<file path="src/rtl/muldiv_ctrl_pkg.sv">
// Shared definitions for the multiply/divide sequencer: ALU op codes,
// controller state encoding and op classifiers.
package muldiv_ctrl_pkg;

  localparam logic [4:0] OP_MFHI  = 5'b01000;
  localparam logic [4:0] OP_MTHI  = 5'b01001;
  localparam logic [4:0] OP_MFLO  = 5'b01010;
  localparam logic [4:0] OP_MTLO  = 5'b01011;
  localparam logic [4:0] OP_MULT  = 5'b01100;
  localparam logic [4:0] OP_MULTU = 5'b01101;
  localparam logic [4:0] OP_DIV   = 5'b01110;
  localparam logic [4:0] OP_DIVU  = 5'b01111;

  typedef enum logic [1:0] {
    IDLE  = 2'd0,
    BUSY  = 2'd1,
    DRAIN = 2'd2
  } state_e;

  // Ops that occupy the multi-cycle unit.
  function automatic logic is_md_op(input logic [4:0] op);
    return (op == OP_MULT) || (op == OP_MULTU) || (op == OP_DIV) || (op == OP_DIVU);
  endfunction

  // Ops that touch the HI/LO registers.
  function automatic logic is_hl_op(input logic [4:0] op);
    return (op == OP_MFHI) || (op == OP_MFLO) || (op == OP_MTHI) || (op == OP_MTLO);
  endfunction

  function automatic logic is_div_op(input logic [4:0] op);
    return (op == OP_DIV) || (op == OP_DIVU);
  endfunction

endpackage

</file>
<file path="src/rtl/muldiv_ctrl_if.sv">
// Bundle between the EX stage / multi-cycle unit and the sequencer.
//   EX side  : op_valid, aluop, rs_val, rt_val, flush -> stall, rd_data, div0
//   unit side: unit_start, unit_op, unit_a, unit_b -> unit_finish, unit_hi, unit_lo
//   status   : timeout_err
// slave is the sequencer, master is the surrounding pipeline/unit.
interface muldiv_ctrl_if #(
  parameter int WIDTH = 32
);
  logic             op_valid;
  logic [4:0]       aluop;
  logic [WIDTH-1:0] rs_val;
  logic [WIDTH-1:0] rt_val;
  logic             flush;
  logic             unit_start;
  logic [4:0]       unit_op;
  logic [WIDTH-1:0] unit_a;
  logic [WIDTH-1:0] unit_b;
  logic             unit_finish;
  logic [WIDTH-1:0] unit_hi;
  logic [WIDTH-1:0] unit_lo;
  logic [WIDTH-1:0] rd_data;
  logic             stall;
  logic             div0;
  logic             timeout_err;

  modport slave (
    input  op_valid, aluop, rs_val, rt_val, flush, unit_finish, unit_hi, unit_lo,
    output unit_start, unit_op, unit_a, unit_b, rd_data, stall, div0, timeout_err
  );

  modport master (
    output op_valid, aluop, rs_val, rt_val, flush, unit_finish, unit_hi, unit_lo,
    input  unit_start, unit_op, unit_a, unit_b, rd_data, stall, div0, timeout_err
  );
endinterface

</file>
<file path="src/rtl/muldiv_watchdog.sv">
// Cycle counter guarding the BUSY state.
//   clk, rst_n : clock, async active-low reset
//   clr        : zero the count (wins over en)
//   en         : count this cycle
//   expire     : count has reached TIMEOUT-1
module muldiv_watchdog #(
  parameter int TIMEOUT = 64
) (
  input  logic clk,
  input  logic rst_n,
  input  logic clr,
  input  logic en,
  output logic expire
);
  localparam int CW = $clog2(TIMEOUT + 1);

  logic [CW-1:0] cnt_q, cnt_d;

  always_comb begin
    cnt_d = cnt_q;
    if (clr)     cnt_d = '0;
    else if (en) cnt_d = cnt_q + CW'(1);
  end

  always_ff @(posedge clk or negedge rst_n) begin
    if (!rst_n) cnt_q <= '0;
    else        cnt_q <= cnt_d;
  end

  assign expire = (cnt_q == CW'(TIMEOUT - 1));

endmodule

</file>
<file path="src/rtl/muldiv_ctrl.sv">
// Sequencer between the EX-stage ALU and the multi-cycle mul/div unit.
// Issues mult/multu/div/divu to the unit, commits its result into HI/LO,
// services mfhi/mflo/mthi/mtlo, stalls on HI/LO hazards, and recovers from
// flush, divide-by-zero and a watchdog timeout.
//   clk, rst_n : clock, async active-low reset
//   bus        : muldiv_ctrl_if slave (EX handshake, unit handshake, status)
module muldiv_ctrl
  import muldiv_ctrl_pkg::*;
#(
  parameter int WIDTH   = 32,
  parameter int TIMEOUT = 64
) (
  input  logic           clk,
  input  logic           rst_n,
  muldiv_ctrl_if.slave   bus
);

  state_e           state_q, state_d;
  logic [WIDTH-1:0] hi_q, hi_d, lo_q, lo_d;
  logic [WIDTH-1:0] a_q, a_d, b_q, b_d;
  logic [4:0]       op_q, op_d;
  logic             terr_q, terr_d;

  logic md, hl, accept, div_zero, wd_expire;

  assign md       = is_md_op(bus.aluop);
  assign hl       = is_hl_op(bus.aluop);
  assign accept   = bus.op_valid && md && (state_q == IDLE) && !bus.flush;
  // A zero divisor is answered on the spot and never reaches the unit.
  assign div_zero = accept && is_div_op(bus.aluop) && (bus.rt_val == '0);

  muldiv_watchdog #(.TIMEOUT(TIMEOUT)) u_wd (
    .clk    (clk),
    .rst_n  (rst_n),
    .clr    (accept),
    .en     (state_q == BUSY),
    .expire (wd_expire)
  );

  always_comb begin
    state_d = state_q;
    hi_d    = hi_q;
    lo_d    = lo_q;
    a_d     = a_q;
    b_d     = b_q;
    op_d    = op_q;
    terr_d  = terr_q;
    case (state_q)
      IDLE: begin
        if (accept) begin
          if (!div_zero) begin
            op_d    = bus.aluop;
            a_d     = bus.rs_val;
            b_d     = bus.rt_val;
            state_d = BUSY;
          end
        end else if (bus.op_valid && !bus.flush) begin
          if (bus.aluop == OP_MTHI) hi_d = bus.rs_val;
          if (bus.aluop == OP_MTLO) lo_d = bus.rs_val;
        end
      end
      BUSY: begin
        // Finish beats flush and timeout: a completed result is never lost.
        if (bus.unit_finish) begin
          hi_d    = bus.unit_hi;
          lo_d    = bus.unit_lo;
          state_d = IDLE;
        end else if (bus.flush) begin
          state_d = DRAIN;
        end else if (wd_expire) begin
          state_d = DRAIN;
          terr_d  = 1'b1;
        end
      end
      // One dead cycle with start low so the unit sees a clean restart.
      DRAIN:   state_d = IDLE;
      default: state_d = IDLE;
    endcase
  end

  always_ff @(posedge clk or negedge rst_n) begin
    if (!rst_n) begin
      state_q <= IDLE;
      hi_q    <= '0;
      lo_q    <= '0;
      a_q     <= '0;
      b_q     <= '0;
      op_q    <= 5'b00000;
      terr_q  <= 1'b0;
    end else begin
      state_q <= state_d;
      hi_q    <= hi_d;
      lo_q    <= lo_d;
      a_q     <= a_d;
      b_q     <= b_d;
      op_q    <= op_d;
      terr_q  <= terr_d;
    end
  end

  assign bus.unit_start  = (state_q == BUSY);
  assign bus.unit_op     = op_q;
  assign bus.unit_a      = a_q;
  assign bus.unit_b      = b_q;
  assign bus.stall       = (state_q != IDLE) && bus.op_valid && (md || hl);
  assign bus.div0        = div_zero;
  assign bus.rd_data     = (bus.aluop == OP_MFLO) ? lo_q : hi_q;
  assign bus.timeout_err = terr_q;

endmodule
</file>
<file path="src/flat_wrapper.sv">
// flat-port wrapper written by rule: the top's interface ports become plain ports
module muldiv_ctrl_flat import muldiv_ctrl_pkg::*;
#(
  parameter int WIDTH   = 32,
  parameter int TIMEOUT = 64
)
  (clk, rst_n, bus_op_valid, bus_aluop, bus_rs_val, bus_rt_val, bus_flush, bus_unit_finish, bus_unit_hi, bus_unit_lo, bus_unit_start, bus_unit_op, bus_unit_a, bus_unit_b, bus_rd_data, bus_stall, bus_div0, bus_timeout_err);
  muldiv_ctrl_if #(.WIDTH(WIDTH)) bus_i ();
  input  logic clk;
  input  logic rst_n;
  input wire logic [$bits(bus_i.op_valid)-1:0] bus_op_valid;
  input wire logic [$bits(bus_i.aluop)-1:0] bus_aluop;
  input wire logic [$bits(bus_i.rs_val)-1:0] bus_rs_val;
  input wire logic [$bits(bus_i.rt_val)-1:0] bus_rt_val;
  input wire logic [$bits(bus_i.flush)-1:0] bus_flush;
  input wire logic [$bits(bus_i.unit_finish)-1:0] bus_unit_finish;
  input wire logic [$bits(bus_i.unit_hi)-1:0] bus_unit_hi;
  input wire logic [$bits(bus_i.unit_lo)-1:0] bus_unit_lo;
  output wire logic [$bits(bus_i.unit_start)-1:0] bus_unit_start;
  output wire logic [$bits(bus_i.unit_op)-1:0] bus_unit_op;
  output wire logic [$bits(bus_i.unit_a)-1:0] bus_unit_a;
  output wire logic [$bits(bus_i.unit_b)-1:0] bus_unit_b;
  output wire logic [$bits(bus_i.rd_data)-1:0] bus_rd_data;
  output wire logic [$bits(bus_i.stall)-1:0] bus_stall;
  output wire logic [$bits(bus_i.div0)-1:0] bus_div0;
  output wire logic [$bits(bus_i.timeout_err)-1:0] bus_timeout_err;
  assign bus_i.op_valid = bus_op_valid;
  assign bus_i.aluop = bus_aluop;
  assign bus_i.rs_val = bus_rs_val;
  assign bus_i.rt_val = bus_rt_val;
  assign bus_i.flush = bus_flush;
  assign bus_i.unit_finish = bus_unit_finish;
  assign bus_i.unit_hi = bus_unit_hi;
  assign bus_i.unit_lo = bus_unit_lo;
  assign bus_unit_start = bus_i.unit_start;
  assign bus_unit_op = bus_i.unit_op;
  assign bus_unit_a = bus_i.unit_a;
  assign bus_unit_b = bus_i.unit_b;
  assign bus_rd_data = bus_i.rd_data;
  assign bus_stall = bus_i.stall;
  assign bus_div0 = bus_i.div0;
  assign bus_timeout_err = bus_i.timeout_err;
  muldiv_ctrl #(.WIDTH(WIDTH), .TIMEOUT(TIMEOUT)) u_core (.clk(clk), .rst_n(rst_n), .bus(bus_i));
endmodule
</file>
<file path="config.mk">
export PLATFORM = sky130hd
export DESIGN_NAME = muldiv_ctrl_flat
export DESIGN_NICKNAME = d
export VERILOG_FILES = /design/src/rtl/muldiv_ctrl_pkg.sv /design/src/rtl/muldiv_ctrl_if.sv /design/src/rtl/muldiv_watchdog.sv /design/src/rtl/muldiv_ctrl.sv /design/src/flat_wrapper.sv
export SDC_FILE = /design/constraint.sdc
export NUM_CORES = 1
export LEC_CHECK = 0
export ABC_AREA = 1
export ABC_CLOCK_PERIOD_IN_PS = 1460
export CAP_MARGIN = 20
export CELL_PAD_IN_SITES_DETAIL_PLACEMENT = 1
export CELL_PAD_IN_SITES_GLOBAL_PLACEMENT = 1
export CORE_AREA = 2 2 158 160
export CTS_CLUSTER_SIZE = 28
export DETAILED_ROUTE_END_ITERATION = 8
export DIE_AREA = 0 0 160 162
export GPL_TIMING_DRIVEN = 0
export PLACE_DENSITY = 0.82
export REMOVE_ABC_BUFFERS = 1
export SYNTH_ARGS = -nofsm -noshare
export SYNTH_HDL_FRONTEND = slang
export SYNTH_SLANG_ARGS = --single-unit
</file>
<file path="constraint.sdc">
create_clock -name clk -period 1.46 [get_ports clk]
set_clock_uncertainty 0.1 [all_clocks]
set_input_delay 0.146 -clock clk [delete_from_list [all_inputs] [get_ports clk]]
set_output_delay 0.146 -clock clk [all_outputs]
set_load 0.02 [all_outputs]
</file>
# Word-level counts from Yosys, hierarchy flattened
# Index checks and enable logic that the tools add are counted.
# Widths: inputs -> output; s select.
dict set report word_totals {
  reg_bits 143
  latchBits 0
  ramBits 0
  mem_bits_ro 0
  input_bits 138
  output_inout_bits 105
  word_cells 76
  n_memories 0
}
dict set report op_classes {
  add_sub_neg 1
  n_mul 0
  div_mod_pow 0
  n_lt_le_gt_ge 0
  n_eq_ne 18
  shift 0
  n_mux 19
  bitwise 3
  reduce_logical 27
}
# cell count
set ops {}
lappend ops {{$mux 32} 9}
lappend ops {{$pmux 32 s2} 2}
lappend ops {{$eq 5x4->1 const B} 8}
lappend ops {{$logic_not 32->1} 1}
lappend ops {{$mux 7} 2}
lappend ops {{$mux 2} 5}
lappend ops {{$reduce_and 5->1} 2}
lappend ops {{$logic_and 1x1->1} 8}
lappend ops {{$logic_or 1x1->1} 8}
lappend ops {{$ne 2x2->1 const B} 4}
lappend ops {{$add 7x1->7 const B} 1}
lappend ops {{$eq 7x6->1 const B} 1}
lappend ops {{$ne 2x1->1 const B} 3}
lappend ops {{$reduce_and 3->1} 2}
lappend ops {{$reduce_bool 2->1} 3}
lappend ops {{$ne 4x3->1 const B} 1}
lappend ops {{$pmux 2 s2} 1}
lappend ops {{$reduce_and 4->1} 1}
lappend ops {{$not 1->1} 3}
lappend ops {{$eq 2x1->1 const B} 1}
lappend ops {{$logic_not 2->1} 1}
lappend ops {{$logic_not 1->1} 1}

# Longest topological paths before layout
dict set report logic_depth {
  word_depth 12
  mapped_depth 12
  ltp_nobuf 10
}

# Modules after synthesis
# From an unflattened synthesis, not the netlist that was laid out.
dict set report unflattened {
  cells_unflattened 922
  hier_area_um2 6866.6
}
# module n_inst cells_each area_per_inst_um2 seq_area_each_um2
set by_module_without_submodules {}
lappend by_module_without_submodules {muldiv_ctrl 1 875 6492.5 3403.3}
lappend by_module_without_submodules {muldiv_watchdog 1 47 374.1 175.2}

# Worst setup path after synthesis
# OpenSTA, ideal clock, no wires.
dict set report synth_timing {
  kind {flip-flop to output port}
  start {reg u_core.state_q[1]}
  end {out bus_div0}
  arrival_ps 1399
  t_required_ps 1214
  setup_slack_ps -185
  stages_incl_launch_ff 9
  n_path_buf 1
  path_cell_list {dfrtp_1 > nor2_2 > nand2_1 > nor2_1 > buf_2 > inv_1 > nor2_1 > nand2_1 > nor2_1}
}
dict set report synth_between {
  elab_chain_len 5
}
# element line_no
set synth_rtl {}
lappend synth_rtl {{from (decl)} muldiv_ctrl.sv:18} ;# state_e state_q, state_d;
lappend synth_rtl {{from (signal assigned)} muldiv_ctrl.sv:91} ;# state_q <= state_d;
lappend synth_rtl {{$logic_not 2->1} muldiv_ctrl.sv:28} ;# assign accept = bus.op_valid && md && (state_q == IDLE) && !bus.flush;
lappend synth_rtl {{$logic_and 1x1->1 (2 in series)} muldiv_ctrl.sv:28}
lappend synth_rtl {{$logic_and 1x1->1 (2 in series)} muldiv_ctrl.sv:30} ;# assign div_zero = accept && is_div_op(bus.aluop) && (bus.rt_val == '0);
lappend synth_rtl {{to (decl)} flat_wrapper.sv:25} ;# output wire logic [$bits(bus_i.div0)-1:0] bus_div0;
# Every way passes these cells.

# Final worst setup path
dict set report layout_timing {
  start {reg u_core.state_q[1]}
  end {reg u_core.op_q[0] (netlist: u_core.bus.unit_op[0])}
}
dict set report layout_between {
  elab_chain_len 7
}
# element line_no
set layout_rtl {}
lappend layout_rtl {{$logic_not 2->1 *} {muldiv_ctrl.sv:28, muldiv_ctrl.sv:48}}
lappend layout_rtl {{$logic_and 1x1->1 (2 in series)} muldiv_ctrl.sv:28}
lappend layout_rtl {{$logic_and 1x1->1 (2 in series)} muldiv_ctrl.sv:30}
lappend layout_rtl {{$not 1->1 (no source line)} -}
lappend layout_rtl {{$reduce_and 3->1 (no source line) *} -}
lappend layout_rtl {{to (signal assigned)} muldiv_ctrl.sv:96} ;# op_q <= op_d;
lappend layout_rtl {{to (decl)} muldiv_ctrl.sv:21} ;# logic [4:0] op_q, op_d;
# Every way passes the cells marked *; elsewhere a longest branch is shown, timed or not.
# A chain may end at the register's enable or synchronous reset.

==> results.md <==
* Multi-input logic area at 0.00448 sq mm
* Clk sinks at 143
* WP data required at 1.72 ns
* IR Drop Worst-Case VDD at 0.000725 V
* IO buf count at 242
* Hold Vio Cnt, Final at 0
* Slew headroom at 49.2%
* Mapped cell area at 0.00690 sq mm
* Sequential share of the synthesized area at 51.9%
* Fraction of layout cells with a size suffix above 1 at 39.5%
* Die H at 162 microns
* Setup ws final at -0.677 ns
* Max stage delay cell, worst path: dfrtp_2
* Cell Area, Placed at 0.00968 sq mm
* Core area at 0.0241 sq mm
* Final HPWL DP at 16.0 mm
* Fin area at 0.0136 sq mm
* Pwr Total at 15.8 mW
* Post-layout min period at 2.14 ns
* Grt ovf at 0
* Vias in the first global route at 8640
* Final Cycle Share at 146%
* Syn avg cell area at 7.85 sq um
* Boundary pin count at 243
* Vias post-DR at 7955
* Drt total wl at 38.8 mm
* Worst-skew pair later-pin latency at 0.42 ns
* Register area at 0.00358 sq mm
* CP Class: register to register
* Syn-to-layout area delta at 96.6%
* Via density at 5.01
* CTS tree: yes
* Pre-CTS WS at -2.44 ns
* Worst-path clk slew at 0.07 ns
* Die width at 160 microns
* Synthesis warning total at 0
* Initial core utilization at 28.6%
* DRC viols at 0
* Crit end category: register
* Fill count at 2758
* Most used DFF post-synth: dfrtp_1
* Post-synth ARST share at 100%
* Final Max Slew Viols at 0
* Critical path cell sequence: nor2_4 > nand2_4 > nor2_4 > buf_12 > buf_12 > nand2_4 > nor2_4 > buf_6 > buf_12 > nand2_8 > nand2_8 > nand2_2 > nand2_2
* Max incr delay on CP at 0.45 ns
* Site Rows at 57
* Critical path startpoint category: register
* Routability cong. at 0.741
* Root buffer cell: clkbuf_16
* Crit path max fanout at 8
* Post-synth EDFFs at 0
* Nets at 1389
* Final setup violation count at 177
* Maximum clock frequency at 0.468 GHz
* Worst EP arrival at 2.40 ns
* Drt pass-1 iters at 5
* HP Class: primary input to asynchronous set/reset pin
* Level count of the clock H-tree at 4
* Avg WL per Cell at 24.4 microns
* Maxcap violations at 0
* CTS max path bufs at 2
* Top delay family on crit path: simple AND/OR/NAND/NOR gates
* Global-route wire length before repair at 55.3 mm
* Overall Global Routing Usage at 29.2%
* Outcome: complete, but fails checks
* PD cells at 1160 mW/mm^2
* RSZ-0062 raised after global routing: true
* Initial antenna violation count at 2
* Detailed Route Iter0 Violations at 414
* Worst-Margin Slew at 0.762 ns
* Library cells used by synthesis at 32
* DIE AREA at 0.0259 sq mm
* Setup TNS Final at -85.08 ns
* Failing checks: negative setup slack
* Clock buffer count from CTS at 17
* Largest net degree at the start of global routing at 73
* Static Leak at 6.48 nW
* Synthesis-stage register bit count at 143
* Critical path buffers and inverters at 4
* Synth Instances at 879
* Antenna viol nets, final at 0
## cells in the mapped netlist (3+ instances only)
cell type | instances | area share, %
mux2_2 | 32 | 5.2
inv_1 | 77 | 4.2
or2_1 | 3 | 0.27
a21oi_1 | 5 | 0.36
clkbuf_1 | 9 | 0.49
nand3_1 | 72 | 5.2
buf_1 | 7 | 0.38
o21ai_1 | 9 | 0.65
nand2_1 | 377 | 21
o21ai_0 | 61 | 4.4
nor2_1 | 32 | 1.7
dfrtp_1 | 143 | 52
buf_2 | 30 | 2.2
## final timing paths
path	startpoint	end	slack (ns)	depth (start not counted)
hold reg to reg	u_core.bus.unit_a[13]	u_core.bus.unit_a[13]	0.38	2
hold / removal	rst_n	u_core.bus.unit_b[24]	0.21	2
max in group asynchronous	rst_n	u_core.lo_q[19]	0.21	3
setup / recovery	u_core.state_q[1]	u_core.bus.unit_op[0]	-0.68	13
min in group clk	bus_rs_val[13]	u_core.bus.unit_a[13]	0.21	3
setup reg to reg	u_core.state_q[1]	u_core.bus.unit_op[0]	-0.68	13
## placed cells by master (no fill, tap or decap), drive strengths merged, types with 32 or more instances in the layout
cell / instances
nand2: 404
inv: 82
dlygate4sd2: 57
dfrtp: 143
mux2: 32
nand3: 78
clkdlybuf4s50: 131
o21ai: 70
buf: 159
nor2: 36
## cell type report
type / instances / area share (%)
Timing Repair Buffer: 367 / 30.6
Clock inverter: 12 / 1.17
Sequential cell: 143 / 26.4
Clock buffer: 20 / 3.29
Tap cell: 324 / 2.99
Inverter: 78 / 2.35
Timing Repair inverter: 1 / 0.148
Multi-Input combinational cell: 642 / 33.0
Antenna cell: 1 / 0.0184
## metrics by stage
| step | instances | hold slack [ns] | util [%] |
|---|---|---|---|
| 2_1_floorplan | 831 | -0.250 | - |
| 4_1_cts | 1565 | 0.191 | 53.2 |
| 3_3_place_gp | 1397 | 0.350 | 39.4 |
| 6_report | 1588 | 0.207 | 56.3 |
| 3_5_place_dp | 1405 | 0.135 | 40.2 |
| 5_1_grt | 1588 | 0.203 | 56.3 |
## layer usage
layer | wire length, microns | track usage, %
met5 | 0 | 0
met4 | 1530 | 12.1
met3 | 2590 | 8.53
met2 | 20000 | 51.5
met1 | 14700 | 33.3
## sequential cells by signal, indices dropped and copies added (netlist names)
register,count
u_core.bus.unit_a,32
u_core.bus.unit_b,32
u_core.lo_q,32
u_core.state_q,2
u_core.u_wd.cnt_q,7
u_core.hi_q,32
u_core.bus.unit_op,5
u_core.bus.timeout_err,1
## cells by family after synthesis
kind of cell    share of synthesized area (%)
mux                                      5.22
compound gates                           5.90
simple gates                             29.1
buf+inv                                  7.56
flops                                    51.9
xor+xnor                                0.127
fa+ha+maj                               0.181
## worst register-to-register path, cell delays in order (launching register included)
cell	delay, ns
dfrtp_2	0.45
nor2_4	0.15
nand2_4	0.07
nor2_4	0.14
buf_12	0.14
buf_12	0.11
nand2_4	0.04
nor2_4	0.12
buf_6	0.13
buf_12	0.11
nand2_8	0.14
nand2_8	0.21
nand2_2	0.09
nand2_2	0.07
## report_power, final
| group | switching, mW | internal [mW] | total (mW) |
|---|---|---|---|
| clock network | 1.90 | 2.75 | 4.65 |
| logic | 2.71 | 2.66 | 5.37 |
| registers | 0.811 | 4.93 | 5.74 |
| total | 5.42 | 10.3 | 15.8 |
## what timing repair did
item | CTS | global route
hold buffers | 3 | 0
endpoints found under the setup margin | 248 | 185
cloned | 49 | 3
buffers inserted | 76 | 37
gates resized for setup | 579 | 230
pin swaps | 35 | 44
endpoints found under the hold margin | 73 | 0
No activity file was read; power rests on OpenSTA's default activity.
